File: src/rtl/mio_pkg.sv
// Shared types for the MIO data-RAM port: arbiter FSM states and master indices.
package mio_pkg;
  typedef enum logic [1:0] {
    IDLE    = 2'd0,
    ISSUE   = 2'd1,
    CAPTURE = 2'd2,
    RESP    = 2'd3
  } arb_state_t;

  localparam int M_CPU = 0;
  localparam int M_AUX = 1;
endpackage

File: src/rtl/ram_port_arbiter_rr_arb2.sv
// Two-way round-robin grant: a lone requester wins; on a tie the master that
// did not win last time wins.
module rr_arb2
  import mio_pkg::*;
(
  input  logic [1:0] req,
  input  logic       last,
  output logic [1:0] gnt
);
  always_comb begin
    gnt = 2'b00;
    if (req[M_CPU] && (!req[M_AUX] || last)) gnt[M_CPU] = 1'b1;
    else if (req[M_AUX])                      gnt[M_AUX] = 1'b1;
  end
endmodule

File: src/rtl/ram_port_arbiter.sv
// Shares a single-port synchronous block RAM between the CPU data port and an
// auxiliary master; every access takes IDLE -> ISSUE -> CAPTURE -> RESP.
module ram_port_arbiter
  import mio_pkg::*;
#(
  parameter int AW = 10,
  parameter int DW = 32
) (
  input  logic          clk,
  input  logic          rst,
  input  logic          m0_req,
  input  logic          m0_we,
  input  logic [31:0]   m0_addr,
  input  logic [DW-1:0] m0_wdata,
  input  logic          m1_req,
  input  logic          m1_we,
  input  logic [31:0]   m1_addr,
  input  logic [DW-1:0] m1_wdata,
  output logic          m0_ack,
  output logic          m1_ack,
  output logic [DW-1:0] rdata,
  output logic [AW-1:0] ram_addr,
  output logic          ram_we,
  output logic [DW-1:0] ram_din,
  input  logic [DW-1:0] ram_dout,
  output logic          busy
);
  arb_state_t    state_q, state_d;
  logic          gnt_q, gnt_d;
  logic          last_q, last_d;
  logic          we_q, we_d;
  logic [AW-1:0] addr_q, addr_d;
  logic [DW-1:0] wdata_q, wdata_d;
  logic [DW-1:0] rdata_q, rdata_d;
  logic [1:0]    req, gnt_oh;

  assign req = {m1_req, m0_req};

  rr_arb2 u_arb (
    .req  (req),
    .last (last_q),
    .gnt  (gnt_oh)
  );

  always_comb begin
    state_d = state_q;
    gnt_d   = gnt_q;
    last_d  = last_q;
    we_d    = we_q;
    addr_d  = addr_q;
    wdata_d = wdata_q;
    rdata_d = rdata_q;
    case (state_q)
      IDLE: begin
        if (|req) begin
          gnt_d   = gnt_oh[M_AUX];
          last_d  = gnt_oh[M_AUX];
          we_d    = gnt_oh[M_AUX] ? m1_we : m0_we;
          addr_d  = gnt_oh[M_AUX] ? m1_addr[AW+1:2] : m0_addr[AW+1:2];
          wdata_d = gnt_oh[M_AUX] ? m1_wdata : m0_wdata;
          state_d = ISSUE;
        end
      end
      ISSUE: state_d = CAPTURE;
      CAPTURE: begin
        // RAM output for the ISSUE-edge address is valid throughout this cycle
        if (!we_q) rdata_d = ram_dout;
        state_d = RESP;
      end
      RESP:    state_d = IDLE;
      default: state_d = IDLE;
    endcase
  end

  always_ff @(posedge clk or posedge rst) begin
    if (rst) begin
      state_q <= IDLE;
      gnt_q   <= 1'b0;
      last_q  <= 1'b1;
      we_q    <= 1'b0;
      addr_q  <= '0;
      wdata_q <= '0;
      rdata_q <= '0;
    end else begin
      state_q <= state_d;
      gnt_q   <= gnt_d;
      last_q  <= last_d;
      we_q    <= we_d;
      addr_q  <= addr_d;
      wdata_q <= wdata_d;
      rdata_q <= rdata_d;
    end
  end

  // addr/wdata only change on the edge into ISSUE, so they hold between accesses
  assign ram_addr = addr_q;
  assign ram_din  = wdata_q;
  assign ram_we   = (state_q == ISSUE) && we_q;
  assign m0_ack   = (state_q == RESP) && !gnt_q;
  assign m1_ack   = (state_q == RESP) && gnt_q;
  assign rdata    = rdata_q;
  assign busy     = (state_q != IDLE);
endmodule

File: config.mk
export PLATFORM = sky130hd
export DESIGN_NAME = ram_port_arbiter
export DESIGN_NICKNAME = d
export VERILOG_FILES = /design/src/rtl/mio_pkg.sv /design/src/rtl/ram_port_arbiter_rr_arb2.sv /design/src/rtl/ram_port_arbiter.sv
export SDC_FILE = /design/constraint.sdc
export NUM_CORES = 1
export LEC_CHECK = 0
export CAP_MARGIN = 20
export CORE_MARGIN = 4
export CORE_UTILIZATION = 39
export CTS_CLUSTER_DIAMETER = 30
export DETAILED_ROUTE_END_ITERATION = 7
export PLACE_DENSITY = 0.87
export SLEW_MARGIN = 20
export SYNTH_ARGS = -nofsm -noshare
export SYNTH_HDL_FRONTEND = slang
export SYNTH_SLANG_ARGS = --single-unit
File: constraint.sdc
create_clock -name clk -period 4 [get_ports clk]
set_input_delay 0.8 -clock clk [delete_from_list [all_inputs] [get_ports clk]]
set_output_delay 0.8 -clock clk [all_outputs]
set_load 0.005 [all_outputs]
Word-level counts from Yosys, hierarchy flattened

Cells that the tools add are included.

Bits in registers: 79
Bits of input ports: 166
Output and inout port bits: 78
Logic and storage cells: 31

Equal/unequal tests: 4
Muxes and demuxes: 7
Bitwise logic cells: 1
Reduce and logical (&&, ||, !) cells: 12

Operator list:

| kind               | number |
|---|---|
| $mux 32            | 1 |
| $mux 10            | 1 |
| $pmux 2 s4         | 1 |
| $eq 2x2->1 const B | 2 |
| $logic_and 1x1->1  | 4 |
| $reduce_and 2->1   | 2 |
| $mux 1             | 3 |
| $eq 2x1->1 const B | 1 |
| $logic_not 1->1    | 2 |
| $logic_not 2->1    | 1 |
| $mux 2             | 1 |
| $ne 2x2->1 const B | 1 |
| $reduce_bool 2->1  | 1 |
| $reduce_or 2->1    | 1 |
| $logic_or 1x1->1   | 1 |
| $not 1->1          | 1 |

Depth between registers and ports, before layout

Word-level depth: 5
Gate-level depth with buffers: 7

By module

Synthesis repeated with hierarchy kept, for this count alone.

Cell total of the unflattened synthesis: 233
Area, all modules: 3748.6 um^2

By module, submodules not included:

| module           | instances | cells each | area an instance (um^2) | sequential area each (um^2) |
|---|---|---|---|---|
| ram_port_arbiter | 1         | 230        | 3729.8                  | 1978.1 |
| rr_arb2          | 1         | 3          | 18.8                    | 0.0 |

Worst setup path before layout

No wires, ideal clock.

Path type: input to register
Start point: input m0_req
End point: register state_q[1]
Library setup time: 125 ps
Arrival: 1593 ps
Setup slack: 2282 ps
Cell stages on the path: 3
Path through: buf_4 -> nor3b_1 -> mux2_2

Word-level cells in the longest chain between the ends: 2

RTL lines:

| item                        | RTL line               | RTL |
|---|---|---|
| from (decl)                 | ram_port_arbiter.sv:11 | `input logic m0_req,` |
| $reduce_or 2->1             | ram_port_arbiter.sv:55 | `if (\|req) begin` |
| $ne 2x2->1 (no source line) | -                      |  |
| to (signal assigned)        | ram_port_arbiter.sv:85 | `state_q <= state_d;` |
| to (decl)                   | ram_port_arbiter.sv:28 | `arb_state_t state_q, state_d;` |

No other way between the ends.
A chain may end at the register's enable or synchronous reset.

Final worst setup path

Start point: register state_q[0]
End point: output busy

Word-level cells in the longest chain between the ends: 1

RTL lines:

| item              | RTL line                | RTL |
|---|---|---|
| $reduce_bool 2->1 | ram_port_arbiter.sv:102 | `assign busy = (state_q != IDLE);` |
| to (decl)         | ram_port_arbiter.sv:26  | `output logic busy` |

No other way between the ends.

==> metrics <==
result of the run=complete, no violations; Placed Cells incl. Taps=around 620; Initial Utilization=about two fifths; Synth top cells by count=dfrtp_1 (78), a21oi_1 (48), nand2_1 (44), nor2_1 (43), a21oi_2 (40); Unique masters post-synth=24; final setup TNS=0 ns; Layout Utilization=between 60 and 70%; Vias/cell=~5.0; layout cell share with drive strength beyond 1=between 10% and 20%; actual slew at the worst max-slew pin=0.9548 ns; cell row count=34; Setup CP Type=flip-flop to primary output; IO Port Bufs=199; initial antenna violation count=0; count of final hold-check violations=0; Syn. warnings=0; Max-slew headroom=between 30 and 40%; Residual DRC=0; syn_area_per_cell=10.92 sq um; leakage=between 2 and 2.5 nW; H-Tree Depth=3; net count after synthesis=roughly 500; GR Overflow Total=0; drt wl/cell=16.81 um; vias in the first global route=between 3,000 and 4,000; Top FF cell, synth=dfrtp_1; post-CTS setup buffer count=0; arrival time worst endpoint=1.77 ns; Crit. Startpoint=state_q[0]$_DFFE_PP0P_; Post-synth EDFFs=0; reported max-cap violation count=0; Synth top area share=approximately 54%; diode count=0; Post-Synthesis Cells=331; Worst R2R Start=state_q[0]$_DFFE_PP0P_; CP max FO=6; DR vias=3,161; Post-Syn Area=between 0.003 and 0.004 sq mm; Fill cells=710; f_max=between 300 and 400 MHz; first-pass GRT wire length=between 15 and 20 mm; Final Non-Filler Cells=between 600 and 700; max-slew violation count=0; total power draw=roughly 4.1 mW; pwr dens=roughly 700 mW/mm^2; final hold slack=approximately 0.50 ns; Die X=104.3 um; Worst Clk Skew=roughly 0.013 ns; Tightest Hold Check Type=flip-flop to flip-flop; crit end category=primary output; io pins=around 240; number of synthesized register bits=a little under 80; fraction of registers with async set/reset=100.0%; r2r setup slk=1.95 ns; DRT Pass-1 Iters=4; synth top area cells=dfrtp_1 (54%), a21oi_2 (9.7%), mux2_2 (9.7%); post-cts sizing count=0; WP data required=between 3 and 4 ns; Startpoint Class=flip-flop; met2 wire len=~5.4 mm; Peak supply drop=around 0.00031 V; GP Congestion=a little under 0.8; top-count cell post-synth=dfrtp_1; Area Growth Syn to Fin=61.50%; highest routed layer=met4; CTS tree=done; cell taking the most area after synthesis=dfrtp_1; Reg clk slew, reported paths=about 0.09 ns; cells on worst reg2reg path=6; Final min period=2.568 ns; post-route ant nets=0; DIE AREA=around 0.011 sq mm; final net count=~700; CP endpoint=busy; Starting DRT DRC Count=75; Seq/Total Area, Yosys=54.74%; Final period util=64.20%; clk root buf=clkbuf_8; Clock Path Buffers=2; total CTS buffers=9; clk_lat worst skew=approximately 0.34 ns; All-Layer GR Usage=between 20% and 30%; Metal-1 WL=between 4 and 5 mm; cts hold-fix bufs=0; RSZ-0062 raised after global routing=false; CTS sink count=79; Core Box Area=0.008848 sq mm; # setup viols final=0; largest net degree at the start of global routing=68; Die Y=104.3 um; RR Endpoint=ram_addr[5]$_DFFE_PP0P_; DRT Wirelength=between 10 and 15 mm; met3 WL=~900 um; Detailed Place HPWL=around 8.1 mm
[state kept, by name, indices dropped and copies added (netlist names)]
signal / count
ram_din: 32
rdata: 32
ram_addr: 10
state_q: 2
gnt_q: 1
last_q: 1
we_q: 1
[area by class of cell]
| cell class | count | area [sq um] | area share (%) |
|---|---|---|---|
| clock buffer | 9 | 123.9 | 2.123 |
| clock inverter | 7 | 78.83 | 1.351 |
| inverter | 4 | 20.02 | 0.3431 |
| multi-input combinational | 225 | 1455 | 24.94 |
| sequential | 79 | 1978 | 33.90 |
| tap | 108 | 135.1 | 2.316 |
| timing repair buffer | 206 | 2044 | 35.03 |
[metrics by stage]
step | instance area, sq um | setup slack, ns
2_1_floorplan | 3613 | 1.178
3_3_place_gp | 5629 | 1.229
3_5_place_dp | 5633 | 1.191
4_1_cts | 5836 | 1.404
5_1_grt | 5836 | 1.306
6_report | 5836 | 1.432
[worst min path at each step]
| stage | startpoint | end | cells after the start |
|---|---|---|---|
| 4_1_cts | rdata[2]$_DFFE_PP0P_ | rdata[2]$_DFFE_PP0P_ | 1 |
| 6_report | rdata[2]$_DFFE_PP0P_ | rdata[2]$_DFFE_PP0P_ | 1 |
| 3_3_place_gp | rdata[3]$_DFFE_PP0P_ | rdata[3]$_DFFE_PP0P_ | 1 |
| 2_1_floorplan | gnt_q$_DFFE_PP0P_ | gnt_q$_DFFE_PP0P_ | 2 |
| 3_5_place_dp | rdata[2]$_DFFE_PP0P_ | rdata[2]$_DFFE_PP0P_ | 1 |
| 5_1_grt | rdata[4]$_DFFE_PP0P_ | rdata[4]$_DFFE_PP0P_ | 1 |
[worst max-delay path, cell delays in order (launching register included)]
cell and delay, ns:
dfrtp_1 0.42, inv_1 0.15, ha_1 0.31, inv_1 0.09
clkdlybuf4s50_1 0.48
[power by group]
part	switching (mW)	internal (mW)	leakage (nW)	total [mW]
registers	0.226	1.21	0.905	1.44
logic	0.843	1.23	1.40	2.07
clock network	0.313	0.295	0.0929	0.608
[kinds of logic after synthesis]
group                    share of synthesized area, %
AO/OA/AOI/OAI                                   17.90
multiplexers                                    10.28
buffers and inverters                           5.263
adder cells (fa/ha/maj)                         1.731
AND/OR/NAND/NOR                                 10.08
flip-flops                                      54.74
[cell usage in the layout, fill, tap and decap left out]
cell type and n:
mux2_2 31, nor2_1 43, a21oi_1 48, nor3b_1 1, a21bo_2 1, a21oi_2 40
ha_1 5, o21ai_4 1, clkinvlp_4 3, clkbuf_8 9, dfstp_2 1, inv_1 3
a31oi_1 1, bufinv_16 1, nor2b_1 1, mux2_1 2, dfrtp_1 78, and2_1 2
o21a_1 1, nor3_1 1, o21ai_1 1, clkdlybuf4s50_1 199, nor2b_2 1, nand2_1 44
inv_6 3, clkinv_4 1, a21boi_4 1, buf_4 7
[metal layers]
| metal | GRT usage, % | vias to the layer above |
|---|---|---|
| met2 | 35.65 | 147 |
| met5 | 0 | - |
| met3 | 6.952 | 19 |
| li1 | - | 1499 |
| met4 | 6.648 | 0 |
| met1 | 22.28 | 1496 |
No activity file was read; power rests on OpenSTA's default activity.
